==> src/rtl/lpif_align_pkg.sv <==
// Shared types and constants for the LPIF asym1 half-rate receive alignment.
// State encoding, marker pattern and debug status field offsets.
package lpif_align_pkg;

  typedef enum logic [2:0] {
    OFF    = 3'd0,
    HUNT   = 3'd1,
    VERIFY = 3'd2,
    LOCKED = 3'd3
  } state_t;

  localparam logic [1:0] MRK_PATTERN = 2'b10;

  localparam int unsigned DBG_STATE_LSB = 29;
  localparam int unsigned DBG_LOCK_BIT  = 28;
  localparam int unsigned DBG_GOOD_LSB  = 24;
  localparam int unsigned DBG_MISS_LSB  = 20;
  localparam int unsigned DBG_ERR_LSB   = 0;

endpackage

==> src/rtl/lpif_rx_beat_check.sv <==
// Combinational good-beat decode: strobe on channel 0 plus
// the {marker1,marker0} pattern on both channels.
module lpif_rx_beat_check
  import lpif_align_pkg::*;
#(
  parameter int unsigned PHY_WIDTH = 80,
  parameter int unsigned STB_POS   = 1,
  parameter int unsigned MRK0_POS  = 39,
  parameter int unsigned MRK1_POS  = 79
) (
  input  logic [PHY_WIDTH-1:0] rx_phy0,
  input  logic [PHY_WIDTH-1:0] rx_phy1,
  output logic                 good
);

  logic stb_ok;
  logic mrk0_ok;
  logic mrk1_ok;

  assign stb_ok  = rx_phy0[STB_POS];
  assign mrk0_ok = ({rx_phy0[MRK1_POS], rx_phy0[MRK0_POS]} == MRK_PATTERN);
  assign mrk1_ok = ({rx_phy1[MRK1_POS], rx_phy1[MRK0_POS]} == MRK_PATTERN);
  assign good    = stb_ok & mrk0_ok & mrk1_ok;

endmodule

==> src/rtl/lpif_asym1_half_rx_align.sv <==
// Receive alignment checker: word lock FSM with hysteresis,
// registered aligned data, saturating error counter and debug word.
module lpif_asym1_half_rx_align
  import lpif_align_pkg::*;
#(
  parameter int unsigned PHY_WIDTH     = 80,
  parameter int unsigned STB_POS       = 1,
  parameter int unsigned MRK0_POS      = 39,
  parameter int unsigned MRK1_POS      = 79,
  parameter int unsigned LOCK_CNT      = 4,
  parameter int unsigned UNLOCK_CNT    = 2,
  parameter int unsigned ERR_CNT_WIDTH = 16
) (
  input  logic                     clk_wr,
  input  logic                     rst_wr_n,
  input  logic                     rx_online,
  input  logic                     clr_err,
  input  logic [PHY_WIDTH-1:0]     rx_phy0,
  input  logic [PHY_WIDTH-1:0]     rx_phy1,
  output logic [2*PHY_WIDTH-1:0]   rx_data,
  output logic                     rx_data_vld,
  output logic                     rx_locked,
  output logic [ERR_CNT_WIDTH-1:0] align_err_cnt,
  output logic [31:0]              rx_align_debug_status
);

  localparam logic [3:0] LOCK_C   = 4'(LOCK_CNT);
  localparam logic [3:0] UNLOCK_C = 4'(UNLOCK_CNT);

  state_t                   state_q;
  state_t                   state_d;
  logic [3:0]               good_q;
  logic [3:0]               good_d;
  logic [3:0]               miss_q;
  logic [3:0]               miss_d;
  logic [ERR_CNT_WIDTH-1:0] err_q;
  logic                     err_inc;
  logic                     good;

  lpif_rx_beat_check #(
    .PHY_WIDTH (PHY_WIDTH),
    .STB_POS   (STB_POS),
    .MRK0_POS  (MRK0_POS),
    .MRK1_POS  (MRK1_POS)
  ) u_beat_check (
    .rx_phy0 (rx_phy0),
    .rx_phy1 (rx_phy1),
    .good    (good)
  );

  always_comb begin
    state_d = state_q;
    good_d  = good_q;
    miss_d  = miss_q;
    err_inc = 1'b0;
    if (!rx_online) begin
      state_d = OFF;
      good_d  = '0;
      miss_d  = '0;
    end else begin
      unique case (1'b1)
        (state_q == OFF): begin
          state_d = HUNT;
        end
        (state_q == HUNT): begin
          if (good) begin
            good_d  = 4'd1;
            state_d = (LOCK_C == 4'd1) ? LOCKED : VERIFY;
          end
        end
        (state_q == VERIFY): begin
          if (good) begin
            good_d = good_q + 4'd1;
            if (good_d == LOCK_C) state_d = LOCKED;
          end else begin
            state_d = HUNT;
            good_d  = '0;
          end
        end
        (state_q == LOCKED): begin
          if (good) begin
            miss_d = '0;
          end else begin
            err_inc = 1'b1;
            miss_d  = miss_q + 4'd1;
            if (miss_d == UNLOCK_C) begin
              state_d = HUNT;
              good_d  = '0;
              miss_d  = '0;
            end
          end
        end
        default: begin
          state_d = OFF;
          good_d  = '0;
          miss_d  = '0;
        end
      endcase
    end
  end

  always_ff @(posedge clk_wr or negedge rst_wr_n) begin
    if (!rst_wr_n) begin
      state_q <= OFF;
      good_q  <= '0;
      miss_q  <= '0;
    end else begin
      state_q <= state_d;
      good_q  <= good_d;
      miss_q  <= miss_d;
    end
  end

  // Saturates at all-ones; clear takes priority over a bad beat.
  always_ff @(posedge clk_wr or negedge rst_wr_n) begin
    if (!rst_wr_n) begin
      err_q <= '0;
    end else if (clr_err) begin
      err_q <= '0;
    end else if (err_inc && (err_q != '1)) begin
      err_q <= err_q + 1'b1;
    end
  end

  always_ff @(posedge clk_wr or negedge rst_wr_n) begin
    if (!rst_wr_n) begin
      rx_data     <= '0;
      rx_data_vld <= 1'b0;
    end else begin
      rx_data     <= {rx_phy1, rx_phy0};
      rx_data_vld <= (state_q == LOCKED) & rx_online & good;
    end
  end

  assign rx_locked     = (state_q == LOCKED);
  assign align_err_cnt = err_q;

  always_comb begin
    rx_align_debug_status = '0;
    rx_align_debug_status[DBG_STATE_LSB +: 3] = state_q;
    rx_align_debug_status[DBG_LOCK_BIT]       = rx_locked;
    rx_align_debug_status[DBG_GOOD_LSB +: 4]  = good_q;
    rx_align_debug_status[DBG_MISS_LSB +: 4]  = miss_q;
    rx_align_debug_status[DBG_ERR_LSB +: 16]  = 16'(err_q);
  end

endmodule

==> config.mk <==
export PLATFORM = sky130hd
export DESIGN_NAME = lpif_asym1_half_rx_align
export DESIGN_NICKNAME = d
export VERILOG_FILES = /design/src/rtl/lpif_align_pkg.sv /design/src/rtl/lpif_rx_beat_check.sv /design/src/rtl/lpif_asym1_half_rx_align.sv
export SDC_FILE = /design/constraint.sdc
export NUM_CORES = 1
export LEC_CHECK = 0
export CORE_AREA = 5 5 143 145
export CTS_CLUSTER_SIZE = 20
export DETAILED_ROUTE_END_ITERATION = 12
export DIE_AREA = 0 0 148 150
export GPL_TIMING_DRIVEN = 1
export PLACE_DENSITY_LB_ADDON = 0.15
export SLEW_MARGIN = 20
export SYNTH_ARGS = -nofsm -noshare
export SYNTH_HDL_FRONTEND = slang
export SYNTH_SLANG_ARGS = --single-unit
==> constraint.sdc <==
create_clock -name clk_wr -period 1.9 [get_ports clk_wr]
set_input_delay 0.38 -clock clk_wr [delete_from_list [all_inputs] [get_ports clk_wr]]
set_output_delay 0.38 -clock clk_wr [all_outputs]
set_load 0.005 [all_outputs]
==> results of run 1 <==
registers in the layout, indices dropped and copies added, names as in the netlist:
| register | count |
|---|---|
| align_err_cnt | 16 |
| rx_data_vld | 1 |
| state_q | 2 |
| good_q | 4 |
| rx_data | 160 |
| miss_q | 4 |
cell type report:
type,instances,share of cell area
clock inverters,13,0.0118
clock buffers,19,0.0418
multi-input cells,153,0.100
flip-flops and latches,187,0.443
repair buffers,399,0.372
well taps,238,0.0281
diodes,1,0.000236
inverters,6,0.00213
metal layers:
metal / vias to the layer above / track usage / routed length, microns
li1: 2017 / - / -
met1: 2205 / 0.208 / 7520
met2: 224 / 0.344 / 11500
met3: 25 / 0.0760 / 1870
met4: 6 / 0.0508 / 291
met5: - / 0 / 33
timing repair:
item | in CTS | in global routing
hold endpoints to repair | 41 | 0
gates resized for setup | 5 | 14
setup endpoints to repair | 5 | 22
hold buffers | 1 | 0
cloned | 0 | 0
buffers inserted | 2 | 0
Yosys cell counts (2+ instances only):
library cell                instances  area, sq um
sky130_fd_sc_hd__o31ai_1            2         15.0
sky130_fd_sc_hd__and3b_1            2         17.5
sky130_fd_sc_hd__nand3b_1           2         15.0
sky130_fd_sc_hd__nor3_1             6         30.0
sky130_fd_sc_hd__dfrtp_1          187         4680
sky130_fd_sc_hd__nand2_1           11         41.3
sky130_fd_sc_hd__o21ai_0            6         30.0
sky130_fd_sc_hd__nor2_1            21         78.8
sky130_fd_sc_hd__nand3_1           11         55.1
sky130_fd_sc_hd__clkbuf_1           3         11.3
sky130_fd_sc_hd__and2_1             2         12.5
sky130_fd_sc_hd__o2bb2ai_1          2         17.5
sky130_fd_sc_hd__nor2b_1            2         12.5
sky130_fd_sc_hd__nand4_1            9         56.3
sky130_fd_sc_hd__nor4_2             2         25.0
sky130_fd_sc_hd__and3_1             3         18.8
sky130_fd_sc_hd__ha_1              10          125
sky130_fd_sc_hd__buf_4             22          165
sky130_fd_sc_hd__nor3b_1            3         22.5
sky130_fd_sc_hd__a21oi_1            4         20.0
sky130_fd_sc_hd__buf_6              2         22.5
sky130_fd_sc_hd__inv_1              6         22.5
sky130_fd_sc_hd__o211ai_1           2         15.0
sky130_fd_sc_hd__xnor2_1           15          131
sky130_fd_sc_hd__buf_2              2         10.0
sky130_fd_sc_hd__nor4_1             8         50.1
sky130_fd_sc_hd__o21ai_1            3         15.0
kinds of logic (layout without fill, tap and decap cells):
family / after synthesis / after routing
XOR/XNOR: 15 / 15
buffers and inverters: 36 / 437
adder cells (fa/ha/maj): 10 / 10
AND/OR/NAND/NOR: 91 / 91
other: 1 / 6
multiplexers: 1 / 1
AO/OA/AOI/OAI: 31 / 31
flip-flops: 187 / 187
power by group through the flow:
stage / clock [mW] / sequential (mW) / combinational [mW]
6_report: 3.39 / 4.21 / 1.07
5_1_grt: 3.69 / 4.23 / 1.14
4_1_cts: 3.51 / 4.22 / 1.08
3_5_place_dp: 0 / 4.30 / 1.05
3_3_place_gp: 0 / 4.29 / 1.04
2_1_floorplan: 0 / 4.32 / 0.135
stage by stage:
stage | TNS [ns] | hold slack [ns] | instances | setup WS (ns) | utilization
after global routing | 0 | 0.356 | 1016 | 0.00140 | 0.555
after detailed placement | -2.26 | 0.365 | 980 | -0.275 | 0.523
after CTS | 0 | 0.366 | 1015 | 0.00192 | 0.554
after floorplan | 0 | 0.0844 | 376 | 0.0739 | -
after global placement | -0.893 | 0.356 | 980 | -0.143 | 0.523
final | 0 | 0.388 | 1016 | 0.0767 | 0.555
path summary, 6_finish.rpt:
path / from / endpoint / cells after the start
min in group asynchronous: rst_wr_n / rx_data[24] / 2
max: align_err_cnt[11] / rx_align_debug_status[11] / 1
max reg2reg: state_q[1] / state_q[0] / 8
max in group asynchronous: rst_wr_n / rx_data[14] / 3
min reg2reg: miss_q[0] / miss_q[0] / 1
min: rx_phy1[63] / rx_data[143] / 1
==> results by stage, run 1 <==
Synth:
- After synthesis, the mean cell area works out to 16.0 sq um.
- The number of synthesized flops with an enable pin is 0.
- The post-synthesis compound-gate area fraction was 0.0387.
- The simple-gate share of the synthesized area is 0.0898.
- The number of unique standard cell types used by synthesis is 51.
- For this run, the leading register cell type out of synthesis is sky130_fd_sc_hd__dfrtp_1.
- The combinational family with the most area after synthesis is simple AND/OR/NAND/NOR gates.
- The share of the synthesized netlist area taken by xor and xnor gates is 0.0221.
- After technology mapping, the gate count stands at 372.
- Of the total synthesized cell area, the portion taken by full adders, half adders and majority gates is 0.0210.
- The multiplexer share of the synthesized area is 0.00168.
- The async set-reset flop share out of synthesis is 1.00.
- Summing every instance area after synthesis gives 5950 sq um.
- Yosys printed 0 warnings.
- Counting flops and latches in the post-synthesis netlist gives 187.
- The fraction of the yosys area taken by sequential cells is 0.787.

Critical path:
- The slack of the worst reg-to-reg path is 0.10 ns.
- Counting both buffers and inverters, the worst setup path holds a total of 1.
- The worst path arrival time is 1.44 ns.
- The critical path goes through clkdlybuf4s50_1.
- The maximum fanout along the worst path is 6.
- The critical path is of the reg2out type.
- The data required time of the critical path is 1.52 ns.
- The kind of launch point of the worst setup path is a flop.
- The cell at the slowest stage of the critical path is sky130_fd_sc_hd__clkdlybuf4s50_1.
- The largest single stage delay on the critical path is 0.55 ns.
- The element type at the critical path end is a primary output.
- On the critical path the largest part of the delay comes from buffers and inverters.

STA:
- The highest clock rate is 548 MHz.
- Of the available clock period, the critical path in the final layout requires 0.960.
- The final count of pins violating max slew was 0.
- Setup repair after global routing left no endpoint under its margin.
- The final worst clock skew is 0.0105 ns.
- The number of endpoints with negative hold slack in the final report was 0.
- Setup violations remaining at the end of the flow were counted as 0.
- The post-layout minimum cycle time is 1.82 ns.

Global routing:
- The via count of the first global-routing pass is 4823.
- The first global-routing pass estimated 31.1 mm of wire.
- The initial antenna violation count is 4.
- The total routing usage reported by global routing is 0.190.
- Entering global routing, the biggest net connects 49 pins.
- Summed over all layers, the global routing overflow is 0.

Floorplan:
- The die is 150 microns tall.
- The die outline area is 22200 sq um.
- The floorplan step defined a core boundary enclosing 19100 sq um.
- The chip width is 148 microns.
- The initialized floorplan defines 51 standard-cell rows.
- The initial core utilization is 0.312.
- The number of top-level pins is 374.

Layout:
- The count of nets after finishing is 938.
- The finished cells cover 10600 sq um.
- The top cell types in the final layout, fill and taps aside, are 364 x sky130_fd_sc_hd__clkdlybuf4s50_1, 176 x sky130_fd_sc_hd__dfrtp_1, 28 x sky130_fd_sc_hd__buf_4, 21 x sky130_fd_sc_hd__nor2_1, 17 x sky130_fd_sc_hd__clkbuf_16.
- The sequential cells in the finished layout cover a total of 4690 sq um.
- The count of filler cells inserted in the layout is 1562.
- Of the cells placed in the final design, the portion with a size suffix greater than 1 is 0.112.
- The area growth from synthesis to layout is 78.0%.
- The multi-input combinational cells in the finished layout cover a total of 1060 sq um.
- The library cell used most frequently in the layout, excluding fill and tap cells, is sky130_fd_sc_hd__clkdlybuf4s50_1.

Power and ir drop:
- The share of total power dissipated in the clock network is 0.391.
- The overall power after layout is 8.67 mW.
- The worst vdd rail ir drop is 0.529 mV.
- Of the total power, combinational logic draws 0.123.
- In this run the static leakage power is 4.46 nW.
- The switching share of total power is 0.236.
- In this run the power density over the cells is 819 nW/um^2.
- The internal power component is 6.62 mW.
- For this design the total switching power over the nets is 2.05 mW.
- The share of total power dissipated in sequential elements is 0.486.

Drt:
- Dividing the detail-routed via count by the number of cells gives 4.41.
- The average wire per cell in the routed design is 20.8 microns.
- In this run the remaining antenna-violating nets after routing total 0.
- The violation count after the first detailed-route iteration is 147.
- The total number of vias is 4477.
- For this run, the detailed router's first-pass iteration total came to 4.
- The DRC violation count after routing is 0.
- The total wire length after detailed routing is 21.2 mm.

Clock tree:
- The number of clock buffers inserted by TritonCTS is 17.
- In this run the clock root is driven by a sky130_fd_sc_hd__clkbuf_16.
- For the worst-skew pair, the clock arrives at the later sink with an insertion delay of 0.42 ns.
- Counting every sink on the clock net gives 187.
- The H-tree was split into 4 levels.
- TritonCTS built the clock tree.
- After clock tree synthesis, the clock-pin slew on the worst setup and hold paths is 0.07 ns.
- The maximum count of clock buffers along a single path is 2.

Placed design:
- The congestion estimate from routability-driven global placement came to 0.905.
- The HPWL after detailed placement is 17.2 mm.
- The placed instances occupy a cell area of 9970 sq um.
- The number of port buffers is 368.

Flow run:
- The count of maximum capacitance violations is 0.

Status:
- The run finished with clean final reports.

Worst hold path:
- The type of the tightest min-delay check is in2reg.
No activity file was read; power rests on OpenSTA's default activity.
==> run 2, diff against run 1 <==
CORE_AREA = 2 2 146 148   (was 5 5 143 145)
PLACE_DENSITY = 0.78   (was unset)
PLACE_DENSITY_LB_ADDON = unset   (was 0.15)
clock period = 1.56 ns   (was 1.9 ns; I/O delays follow)
==> results by stage, run 2 (synthesis results as in run 1) <==
STA:
- The final worst clock skew is 0.00883 ns (-0.00170 ns).
- Setup repair after global routing could not meet its margin everywhere.
- The post-layout minimum cycle time is 1.67 ns.
- The highest clock rate is 597 MHz.
- The final count of pins violating max slew is 0 (unchanged).
- The number of endpoints with negative hold slack in the final report is 0 (unchanged).
- The least setup slack across all paths after layout is -0.115 ns (-0.192 ns).
- The worst hold-check slack is 0.169 ns (-0.220 ns).
- The accumulated negative setup slack came to -0.994 ns (-0.994 ns).
- In the finished design, the share of the clock period the worst path needs comes to 1.07.
- The number of setup violations in the final report is 19 (+19).

Floorplan:
- The initial core utilization is 0.288 (-0.0243).
- The die outline area is 22200 sq um (unchanged).
- The chip width is 148 microns (unchanged).
- The number of top-level pins was 374 (unchanged).
- The number of rows in the core area is 53 (+3.9%).
- The core area is 20700 sq um (+8.4%).
- The height of the die is 150 microns (unchanged).

Clock tree:
- The source-to-sink clock delay at the later pin of the worst-skew pair was 0.42 ns (about the same).
- The maximum count of clock buffers along a single path is 2 (unchanged).
- The number of sinks driven by the clock tree is 187 (unchanged).
- The CTS tree is built.
- The clock root buffer master is sky130_fd_sc_hd__clkbuf_16.
- The number of levels in the clock H-tree is 4 (unchanged).
- The clock transition time at the flip-flop clock pins of the worst setup and hold paths is 0.07 ns (about the same).
- The number of clock buffers inserted by TritonCTS is 17 (unchanged).

Power and ir drop:
- The static leakage was 5.36 nW (+20%).
- The total power divided by cell area is 937 nW/um^2 (+14%).
- The worst vdd rail ir drop is 0.790 mV (+49%).
- The clock group share of total power is 0.400 (+0.009).
- The switching power of the nets is 2.71 mW (+32%).
- The internal power component was 8.06 mW (+22%).
- The relative contribution of combinational cells to total power came to 0.124 (about the same).
- The fraction of power consumed by sequential logic was 0.476 (-0.010).
- The overall power after layout is 10.8 mW (+24%).
- The switching share of total power is 0.251 (+0.0149).

Drt:
- The average wire per cell in the routed design was 17.8 microns (-14%).
- The total number of vias is 4793 (+7.1%).
- The mean number of vias per cell is 4.21 (-4.5%).
- The total wire length after detailed routing was 20.3 mm (-4.1%).
- The DRC violation count after routing is 0 (unchanged).
- The violation count after the first detailed-route iteration came to 176 (+20%).
- The remaining antenna violation count after routing is 0 (unchanged).
- The number of detailed-route iterations in the first pass is 6 (+2).

Global routing:
- The first-pass GRT wire length is 30.2 mm (-2.8%).
- The via count of the first global-routing pass is 5219 (+8.2%).
- The initial antenna violation count is 5 (+1).
- The maximum number of pins on one net before global-route repair is 48 (-2.0%).
- The overflow left after global routing is 0 (unchanged).
- The total routing usage reported by global routing is 0.183 (-0.00696).

Flow run:
- The count of maximum capacitance violations is 0 (unchanged).

Layout:
- The fraction of the core area covered by cells at the end of the flow is 0.555 (about the same).
- The library cells used most frequently in the layout, excluding fill and tap cells, are 180 x sky130_fd_sc_hd__dfrtp_1, 172 x sky130_fd_sc_hd__dlygate4sd2_1, 160 x sky130_fd_sc_hd__clkdlybuf4s50_1, 81 x sky130_fd_sc_hd__buf_4, 36 x sky130_fd_sc_hd__buf_6.
- The post-route cell area came to 11500 sq um (+8.5%).
- The number of flip-flops under the largest register name is 160 (unchanged).
- The count of nets after finishing is 1023 (+9.1%).
- Ranked by flip-flop count, first place goes to rx_data.
- Leaving out fill and tap cells, the most frequent cell in the layout is sky130_fd_sc_hd__dfrtp_1.
- The count of non-filler cells in the finished layout is 1139 (+12%).
- The area growth from synthesis to layout is 93.1%.
- The ratio of cells with drive above 1 in the final layout was 0.251 (+0.139).

Critical path:
- The worst path arrival time is 1.97 ns (+0.53 ns).
- The element type at the critical path end is a flop.
- The data required time of the critical path is 1.86 ns (+0.34 ns).
- The critical path is of the reg2reg type.
- The maximum fanout along the worst path is 3 (-3).
- The kind of launch point of the worst setup path is a flop.

Placed design:
- The post-placement worst setup slack was -0.524 ns (-0.249 ns).
- The area of placed instances is 10400 sq um (+4.0%).
- The final weighted congestion of routability-driven global placement is 0.830 (-8.3%).
- The HPWL after detailed placement is 15.1 mm (-12%).
- The cell count after placement is 1055 (+7.7%).
- The number of port buffers is 368 (unchanged).

Status:
- The checks that failed: setup timing.
- The run finished, with violations left.

Worst hold path:
- The min-delay analysis places its worst path in the category in2reg.
==> run 2: changes by cell type in the layout (fill, tap and decap cells not counted), moves of 7 or more <==
cell	delta
sky130_fd_sc_hd__clkbuf_2	+9
sky130_fd_sc_hd__ha_1	-7
sky130_fd_sc_hd__buf_4	+53
sky130_fd_sc_hd__clkdlybuf4s50_1	-204
sky130_fd_sc_hd__clkdlybuf4s15_1	+14
sky130_fd_sc_hd__buf_6	+35
sky130_fd_sc_hd__dlygate4sd2_1	+169
sky130_fd_sc_hd__ha_4	+9
==> run 2: routing by layer <==
layer	GRT usage	share of wire	up-vias
met5	0	0.0015	-
met4	0.0438	0.013	4
met3	0.0762	0.091	19
met2	0.329	0.52	222
met1	0.203	0.38	2357
li1	-	-	2191
==> run 2: layout make-up <==
class | instances | area (sq um)
diodes | 3 | 7.51
clock buffers | 17 | 425
clock inverters | 14 | 168
fillers | 1695 | 9200
inverters | 6 | 27.5
multi-input cells | 154 | 1370
flip-flops and latches | 187 | 4690
well taps | 275 | 344
repair buffers | 483 | 4460
==> run 2: power groups by stage <==
stage	Combinational (mW)	Sequential (mW)	Clock (mW)
after floorplan	0.165	5.27	0
after global placement	1.30	5.23	0
after detailed placement	1.32	5.24	0
after CTS	1.31	5.13	4.44
after global routing	1.43	5.15	4.65
final	1.33	5.13	4.30
==> run 2: worst paths after layout <==
kind	start	endpoint	slack [ns]	cells past startpoint
setup / recovery	miss_q[1]	state_q[0]	-0.11	6
hold / removal	rx_phy0[39]	rx_data[39]	0.17	1
setup reg to reg	miss_q[1]	state_q[0]	-0.11	6
hold reg to reg	miss_q[3]	miss_q[3]	0.64	3
max in group asynchronous	rst_wr_n	rx_data[128]	0.53	3
min in group asynchronous	rst_wr_n	rx_data[28]	0.43	2
==> run 2: worst max-delay path, cell delays in order (launching register included) <==
cell,delay (ns)
sky130_fd_sc_hd__dfrtp_1,0.41
sky130_fd_sc_hd__buf_6,0.14
sky130_fd_sc_hd__ha_4,0.15
sky130_fd_sc_hd__a41o_1,0.26
sky130_fd_sc_hd__and2_4,0.16
sky130_fd_sc_hd__o2111a_1,0.23
sky130_fd_sc_hd__a211o_1,0.22
==> run 2: what timing repair did <==
item	in CTS	in global routing
gates resized for setup	290	55
hold buffers	1	0
pin swaps	27	24
endpoints found under the setup margin	220	60
endpoints found under the hold margin	39	0
gates cloned	1	0
buffers inserted	43	7
==> run 3, diff against run 2 <==
ABC_CLOCK_PERIOD_IN_PS = 1560   (was unset)
==> results of run 3 <==
Same layout as run 2: the final DEF is identical, and so are final timing and power.
